[config.mk]
export PLATFORM = sky130hd
export DESIGN_NAME = square_wave_sequencer
export DESIGN_NICKNAME = d
export VERILOG_FILES = /design/src/rtl/square_wave_sequencer.sv
export SDC_FILE = /design/constraint.sdc
export NUM_CORES = 1
export LEC_CHECK = 0
export ABC_CLOCK_PERIOD_IN_PS = 2040
export CORE_ASPECT_RATIO = 2
export CORE_MARGIN = 2
export CORE_UTILIZATION = 45
export CTS_CLUSTER_SIZE = 14
export DETAILED_ROUTE_END_ITERATION = 12
export GPL_TIMING_DRIVEN = 0
export MAX_ROUTING_LAYER = met4
export PLACE_DENSITY = 0.67
export SLEW_MARGIN = 20
export SYNTH_ARGS = -nofsm -noshare
export SYNTH_HDL_FRONTEND = slang
export SYNTH_SLANG_ARGS = --single-unit
[constraint.sdc]
create_clock -name clk -period 2.04 [get_ports clk]
set_clock_uncertainty 0.15 [all_clocks]
set_input_delay 0.204 -clock clk [delete_from_list [all_inputs] [get_ports clk]]
set_output_delay 0.204 -clock clk [all_outputs]
set_load 0.02 [all_outputs]
[src/rtl/square_wave_sequencer.sv]
// square_wave_sequencer
//    Steps an external square-wave generator through a table of segments.
//    Each slot holds {period, duration, bypass}. A run walks slots
//    0..num_seg-1 (optionally looping). Each slot gets one LOAD cycle with
//    the generator disabled and then `dur` cycles enabled. The low cycle
//    between slots restarts the generator phase.
//
//    Ports
//       clk, reset_n          clock, async active-low reset
//       cfg_we/addr/period/dur/bypass   slot table write (IDLE only)
//       num_seg, loop         run length and repeat, sampled on start
//       start, abort          run control; abort wins over everything
//       busy, done, cfg_err   status (done/cfg_err are one-cycle pulses)
//       seg_idx               slot currently driven
//       gen_enable, gen_bypass, gen_T   generator controls
//
//    state | meaning
//    ------+--------------------------------------------------
//    IDLE  | waiting for start, table writable, generator off
//    LOAD  | one cycle: present slot period/bypass, load timer
//    RUN   | generator enabled until the duration timer expires
//    DONE  | one cycle: done pulse, then back to IDLE
module square_wave_sequencer #(
   parameter int NSEG  = 4,
   parameter int DUR_W = 16,
   localparam int AW   = (NSEG > 1) ? $clog2(NSEG) : 1
) (
   input  logic             clk,
   input  logic             reset_n,
   input  logic             cfg_we,
   input  logic [AW-1:0]    cfg_addr,
   input  logic [15:0]      cfg_period,
   input  logic [DUR_W-1:0] cfg_dur,
   input  logic             cfg_bypass,
   input  logic [AW:0]      num_seg,
   input  logic             loop,
   input  logic             start,
   input  logic             abort,
   output logic             busy,
   output logic             done,
   output logic             cfg_err,
   output logic [AW-1:0]    seg_idx,
   output logic             gen_enable,
   output logic             gen_bypass,
   output logic [15:0]      gen_T
);

   localparam logic [1:0] S_IDLE = 2'd0;
   localparam logic [1:0] S_LOAD = 2'd1;
   localparam logic [1:0] S_RUN  = 2'd2;
   localparam logic [1:0] S_DONE = 2'd3;

   localparam logic [AW:0]      NSEG_V  = (AW+1)'(NSEG);
   localparam logic [AW:0]      NUM_ONE = 1;
   localparam logic [AW-1:0]    IDX_ONE = 1;
   localparam logic [DUR_W-1:0] DUR_ONE = 1;

   logic [15:0]      period_q [NSEG];
   logic [DUR_W-1:0] dur_q    [NSEG];
   logic             byp_q    [NSEG];

   logic [1:0]       state_q, state_d;
   logic [AW-1:0]    seg_idx_q, seg_idx_d;
   logic [AW:0]      num_seg_q, num_seg_d;
   logic             loop_q, loop_d;
   logic [DUR_W-1:0] cnt_q, cnt_d;
   logic [15:0]      gen_T_q, gen_T_d;
   logic             gen_bypass_q, gen_bypass_d;
   logic             cfg_err_q, cfg_err_d;
   logic             busy_q, done_q, gen_enable_q;
   logic             start_ok, last_seg;
   logic [DUR_W-1:0] slot_dur;

   always_ff @(posedge clk or negedge reset_n) begin
      if (!reset_n) begin
         for (int i = 0; i < NSEG; i++) begin
            period_q[i] <= '0;
            dur_q[i]    <= '0;
            byp_q[i]    <= 1'b0;
         end
      end else if (cfg_we && state_q == S_IDLE) begin
         period_q[cfg_addr] <= cfg_period;
         dur_q[cfg_addr]    <= cfg_dur;
         byp_q[cfg_addr]    <= cfg_bypass;
      end
   end

   assign start_ok = (num_seg != '0) && (num_seg <= NSEG_V);
   assign last_seg = ({1'b0, seg_idx_q} == (num_seg_q - NUM_ONE));
   // A zero duration still gives the slot one enabled cycle.
   assign slot_dur = (dur_q[seg_idx_q] == '0) ? DUR_ONE : dur_q[seg_idx_q];

   always_comb begin
      state_d      = state_q;
      seg_idx_d    = seg_idx_q;
      num_seg_d    = num_seg_q;
      loop_d       = loop_q;
      cnt_d        = cnt_q;
      gen_T_d      = gen_T_q;
      gen_bypass_d = gen_bypass_q;
      cfg_err_d    = cfg_we && (state_q != S_IDLE);
      if (abort && state_q != S_IDLE) begin
         state_d = S_IDLE;
         cnt_d   = '0;
      end else begin
         case (state_q)
            S_IDLE: begin
               if (start && !abort) begin
                  if (start_ok) begin
                     state_d   = S_LOAD;
                     seg_idx_d = '0;
                     num_seg_d = num_seg;
                     loop_d    = loop;
                  end else begin
                     cfg_err_d = 1'b1;
                  end
               end
            end
            S_LOAD: begin
               state_d      = S_RUN;
               gen_T_d      = period_q[seg_idx_q];
               gen_bypass_d = byp_q[seg_idx_q];
               cnt_d        = slot_dur;
            end
            S_RUN: begin
               if (cnt_q > DUR_ONE) begin
                  cnt_d = cnt_q - DUR_ONE;
               end else begin
                  cnt_d = '0;
                  if (!last_seg) begin
                     seg_idx_d = seg_idx_q + IDX_ONE;
                     state_d   = S_LOAD;
                  end else if (loop_q) begin
                     seg_idx_d = '0;
                     state_d   = S_LOAD;
                  end else begin
                     state_d   = S_DONE;
                  end
               end
            end
            default: state_d = S_IDLE;
         endcase
      end
   end

   // Status outputs are decoded from the next state so they line up with
   // the state register while still coming straight out of flops.
   always_ff @(posedge clk or negedge reset_n) begin
      if (!reset_n) begin
         state_q      <= S_IDLE;
         seg_idx_q    <= '0;
         num_seg_q    <= '0;
         loop_q       <= 1'b0;
         cnt_q        <= '0;
         gen_T_q      <= '0;
         gen_bypass_q <= 1'b0;
         cfg_err_q    <= 1'b0;
         busy_q       <= 1'b0;
         done_q       <= 1'b0;
         gen_enable_q <= 1'b0;
      end else begin
         state_q      <= state_d;
         seg_idx_q    <= seg_idx_d;
         num_seg_q    <= num_seg_d;
         loop_q       <= loop_d;
         cnt_q        <= cnt_d;
         gen_T_q      <= gen_T_d;
         gen_bypass_q <= gen_bypass_d;
         cfg_err_q    <= cfg_err_d;
         busy_q       <= (state_d != S_IDLE);
         done_q       <= (state_d == S_DONE);
         gen_enable_q <= (state_d == S_RUN);
      end
   end

   assign busy       = busy_q;
   assign done       = done_q;
   assign cfg_err    = cfg_err_q;
   assign seg_idx    = seg_idx_q;
   assign gen_enable = gen_enable_q;
   assign gen_bypass = gen_bypass_q;
   assign gen_T      = gen_T_q;

endmodule

# ---- After elaboration in Yosys (flattened, before gate mapping)
# Cells that the tools add are included.
dict set report totals {
  word_cells 97
  output_inout_bits 23
  input_bits 44
  register_bits 177
}
dict set report classes {
  order_cmp 5
  n_mux 37
  bitwise 3
  addsub 3
  n_reduce_logical 17
  eq_ne 9
}
# operator n
set op_table {}
lappend op_table {{64-bit bitwise mux} 2}
lappend op_table {{16-bit two-way mux} 8}
lappend op_table {{16-bit binary-select mux with 2-bit select} 2}
lappend op_table {{16-bit demux with 2-bit select} 1}
lappend op_table {{16-bit case mux with 2 select lines} 1}
lappend op_table {{2-bit two-way mux} 11}
lappend op_table {{16-bit by 1-bit greater-than comparator with 1-bit output, second input constant} 1}
lappend op_table {{16-bit zero test} 1}
lappend op_table {{16-bit by 1-bit subtractor with 16-bit output, second input constant} 1}
lappend op_table {{1-bit two-way mux} 7}
lappend op_table {{2-bit equality test, second input constant} 3}
lappend op_table {{3-bit greater-or-equal comparator, second input constant} 2}
lappend op_table {{1-bit logical AND} 6}
lappend op_table {{2-bit NOT with 3-bit output} 2}
lappend op_table {{2-bit case mux with 3 select lines} 1}
lappend op_table {{6-bit AND reduction} 1}
lappend op_table {{2-bit nonzero test} 3}
lappend op_table {{3-bit nonzero test} 2}
lappend op_table {{4-bit bitwise mux} 1}
lappend op_table {{2-bit inequality test, second input constant} 2}
lappend op_table {{2-bit case mux with 2 select lines} 1}
lappend op_table {{4-bit AND reduction} 1}
lappend op_table {{2-bit by 3-bit equality test with 1-bit output} 1}
lappend op_table {{3-bit <= comparator, second input constant} 1}
lappend op_table {{other kinds (12)} 12}

# ---- Logic depth before layout (Yosys ltp)
dict set report logic_depth {
  depth_word 8
  depth_mapped 8
}

# ---- Worst setup path before layout
# Ideal clock, no wire load.
dict set report synth_timing {
  path_kind {flip-flop to flip-flop}
  startpoint {register seg_idx_q[0] (netlist: seg_idx[0])}
  endpoint {register gen_T_q[1] (netlist: gen_T[1])}
  path_stages_with_launch 5
  path_buffers 2
  arrival_ns 1.858
  required_time_ns 1.765
  setup_time_ns 0.125
  synth_period_minus_slack_ns 2.133
  slack_ns -0.093
  cell_sequence {dfrtp_1 buf_2 buf_2 mux4_2 mux2_2}
}
dict set report synth_between {
  elab_chain_len 4
}
# element line_no
set synth_lines {}
lappend synth_lines {{start: declaration} 63} ;# logic [AW-1:0] seg_idx_q, seg_idx_d;
lappend synth_lines {{start signal: assignment} 163} ;# seg_idx_q <= seg_idx_d;
lappend synth_lines {{2-bit NOT with 3-bit output (not written as such)} 121} ;# gen_T_d = period_q[seg_idx_q];
lappend synth_lines {{16-bit binary-select mux with 2-bit select} 121}
lappend synth_lines {{16-bit two-way mux (not written as such) (2 in series)} 121}
lappend synth_lines {{end signal: assignment} 167} ;# gen_T_q <= gen_T_d;
lappend synth_lines {{end: declaration} 67} ;# logic [15:0] gen_T_q, gen_T_d;
# Every way passes these cells. The select of a mux whose other input is x is not followed.
# A chain may end at the register's enable or synchronous reset.

# ---- Worst setup path after layout
dict set report layout_timing {
  startpoint {register seg_idx_q[0] (netlist: seg_idx[0])}
  endpoint {register cnt_q[0]}
}
dict set report layout_between {
  elab_chain_len 8
}
# element line_no
set layout_lines {}
lappend layout_lines {{2-bit NOT with 3-bit output (not written as such) *} 91} ;# assign slot_dur = (dur_q[seg_idx_q] == '0) ? DUR_ONE : dur_q[seg_idx_q];
lappend layout_lines {{16-bit binary-select mux with 2-bit select *} 91}
lappend layout_lines {{16-bit two-way mux (not written as such) * (2 in series)} 91}
lappend layout_lines {{16-bit zero test} 91}
lappend layout_lines {{16-bit two-way mux *} 91}
lappend layout_lines {{16-bit case mux with 2 select lines *} 106} ;# case (state_q)
lappend layout_lines {{16-bit two-way mux *} 102} ;# if (abort && state_q != S_IDLE) begin
lappend layout_lines {{end signal: assignment} 166} ;# cnt_q <= cnt_d;
lappend layout_lines {{end: declaration} 66} ;# logic [DUR_W-1:0] cnt_q, cnt_d;
# Every way passes the cells marked *; elsewhere a longest branch is shown, timed or not. The select of a mux whose other input is x is not followed.

==> qor.yml <==
cts:
  cts_buffers: 17
  path_clk_slew_ps: 70
  clock_latency_ps: 430
  clock-root-buffer: "clkbuf_16"
  clock_path_buffers: 2
  htree_levels: 4
  cts_tree: "done"
  cts.sinks: 177
timing:
  setup_viol: 7
  finalCritPeriodShare_pct: 105
  final.setup.worst_slack_ps: -103
  relSlewSlack_pct: 55.5
  hold_violations: 0
  rsz0062_at_grt: "true"
  slew_violations: 0
  fmax_mhz: 467
  worst_pin_slew_ps: 668
  finalCriticalPeriod_ps: 2140
power_and_ir_drop:
  peakVddDrop_uv: 739
  p_leak_nw: 4.08
  power_density_nw_per_um2: 1220
critical_path:
  critPathTopFamily: "simple AND/OR/NAND/NOR gates"
  cp-start-kind: "flop"
  path_cells: "buf_12 > mux4_2 > nor4_4 > nand4_1 > nand2b_1 > a221o_1"
  criticalPathCategory: "flop to flop"
  cp_max_fo: 10
  critPathCaptureType: "flop"
  slowest_stage: "mux4_2"
  crit_arrival_ps: 2360
  critical_path_buf_inv_count: 1
  cp.required_ps: 2250
  critPathMaxStageDelay_ps: 580
routing:
  vias_per_cell: 5.76
  drt-initial-drc-count: 293
  vias: 4944
  totalWireLength_um: 18100
  drc: 0
  wl_per_cell_um: 21.1
  first_pass_iters: 5
  ant_nets: 0
placed_design:
  dpl.hpwl_um: 12800
  gp_congestion: 0.850
  portBuffers: 65
  placed_cell_area_sq_um: 8900
yosys:
  synth-edff-count: 0
  async_reset_ff_share_pct: 100
  ys_top_cells_by_area: "dfrtp_1, mux2_2, mux4_2"
  syn_area_per_cell_sq_um: 15.0
  yosysTopAreaCell: "dfrtp_1"
  synth_ff_type: "dfrtp_1"
  ys_seq_area_share_pct: 55.8
  synth_seq_cells: 177
  syn-instance-count: 528
  synthesis.area_sq_um: 7940
  yosysTopAreaCellShare_pct: 55.8
  synth_fp_nets: 575
  yosysWarnings: 0
  synth_cell_types: 48
global_route:
  busiest_layer: "met2"
  grtUsageMet2_pct: 37.2
  use_met3_pct: 3.60
  overflow: 0
  grt_pass1_vias: 5501
  grt_max_degree: 91
  antenna_found_initial: 0
  grt_use_total_pct: 20.9
  use_met1_pct: 22.6
  grt_pass1_wl_um: 29400
outcome:
  status: "finished, violations left"
  violations: "setup timing"
floorplan:
  die_w_um: 98.0
  rows: 68
  dieHeight_um: 192
  io_pins: 67
  fp.dieArea_sq_um: 18800
  core_sq_um: 17300
  initial_core_util_pct: 46.0
final_layout:
  drive_gt1_share_pct: 45.9
  finalNetCount: 683
  n_fill_cell: 1383
  finalInstanceArea_sq_um: 9950
  finish.utilization_pct: 57.6
  insertedDiodeCount: 0
  area_delta_synth_final_pct: 25.2
job:
  cap_violations: 0
min_path:
  min_path_type: "primary input to asynchronous set/reset pin"
through the flow:
step | power [mW] | setup TNS [ps] | instances | hold WS, ps | setup slack [ps]
finish | 12.1 | -173 | 859 | 219 | -103
global route | 12.8 | -1040 | 859 | 235 | -135
CTS | 12.1 | -216 | 848 | 226 | -93.8
detailed placement | 8.55 | -43130 | 804 | 112 | -416
global placement | 8.33 | -1118120 | 803 | 332 | -6130
floorplan | 7.33 | 0 | 528 | -242 | 27.1
metal layers:
metal  share of wire, %  routed length (um)
met5                  0                   0
met3                2.5                 446
met2                 57               10400
met4                3.6                 658
met1                 37                6640
cell type report:
class	instances	area, sq um	area share, %
Clock buffer	17	425	4.28
Inverter	5	18.8	0.189
Timing Repair Buffer	89	906	9.11
Sequential cell	177	4440	44.6
Tap cell	210	263	2.64
Clock inverter	15	144	1.45
Multi-Input combinational cell	318	3480	35.0
Buffer	28	274	2.75
sequential cells by signal (all words and copies together), names as in the netlist, 2 cells and up:
signal	count
dur_q	64
num_seg_q	3
cnt_q	16
gen_T	16
seg_idx	2
byp_q	4
period_q	64
state_q	2
power breakdown:
group,switching (mW),internal [mW]
registers,0.714,4.60
clock network,1.37,1.79
logic,1.56,2.12
total,3.64,8.51
cell families after synthesis:
group | share of synthesized area [%]
AO/OA/AOI/OAI | 4.69
XOR/XNOR | 0.551
adder cells (fa/ha/maj) | 0.473
buffers and inverters | 2.22
flip-flops | 55.8
multiplexers | 30.9
AND/OR/NAND/NOR | 5.40
cell usage after synthesis, types with 2 or more instances:
cell type / number
nand2b_1: 4
o21ai_1: 7
clkbuf_1: 7
ha_1: 3
inv_1: 5
mux2_2: 152
a21o_1: 4
xor2_1: 2
nor2b_1: 3
xnor2_1: 3
nand4_1: 2
dfrtp_1: 177
nand2_1: 17
nor2_1: 14
nor3b_1: 7
o211ai_1: 2
mux4_2: 33
buf_2: 17
a221o_1: 10
nor3_1: 7
a31oi_1: 2
a22o_1: 2
nor4_1: 8
nand3b_1: 2
nand3_1: 2
o21ai_0: 7
o211a_1: 2
a21oi_1: 7
cell usage in the layout (no fill, tap or decap), types with 4 or more instances in the layout:
cell type,n
nor3b_1,4
clkbuf_16,18
nor4_1,5
clkinvlp_4,6
clkinv_2,6
buf_8,5
o21ai_1,5
dfrtp_1,172
dfrtp_2,5
nor4_4,5
clkdlybuf4s50_1,64
a21o_1,4
a221o_1,10
nor2_1,12
a21oi_1,6
nor3_1,5
mux4_2,33
buf_12,4
o21ai_0,7
buf_4,20
mux2_2,152
nand2_1,16
buf_6,9
nand2b_1,4
worst reg2reg max path, cell delays in order (launching register included):
cell and delay [ps]:
dfrtp_2 430, buf_12 170, mux4_2 590, nor4_4 350, nand4_1 150, nand2b_1 100, a221o_1 130
repair_timing:
item	CTS	global route
pin swaps	6	12
setup buffers	10	10
cloned	0	1
setup endpoints to repair	160	114
endpoints found under the hold margin	89	0
hold buffers	2	0
resized for setup	48	24
worst paths after layout:
check | start | end | slack (ps) | cells past startpoint
max | seg_idx[0]$_DFFE_PN0P_ | cnt_q[0]$_DFFE_PN0P_ | -100 | 6
min | reset_n | dur_q[52]$_DFFE_PN0P_ | 220 | 2
max reg2reg | seg_idx[0]$_DFFE_PN0P_ | cnt_q[0]$_DFFE_PN0P_ | -100 | 6
min reg2reg | period_q[27]$_DFFE_PN0P_ | period_q[27]$_DFFE_PN0P_ | 350 | 1
max in group asynchronous | reset_n | state_q[0]$_DFF_PN0_ | 570 | 3
min in group clk | loop | loop_q$_DFFE_PN0P_ | 240 | 2
No activity file was read; power rests on OpenSTA's default activity.
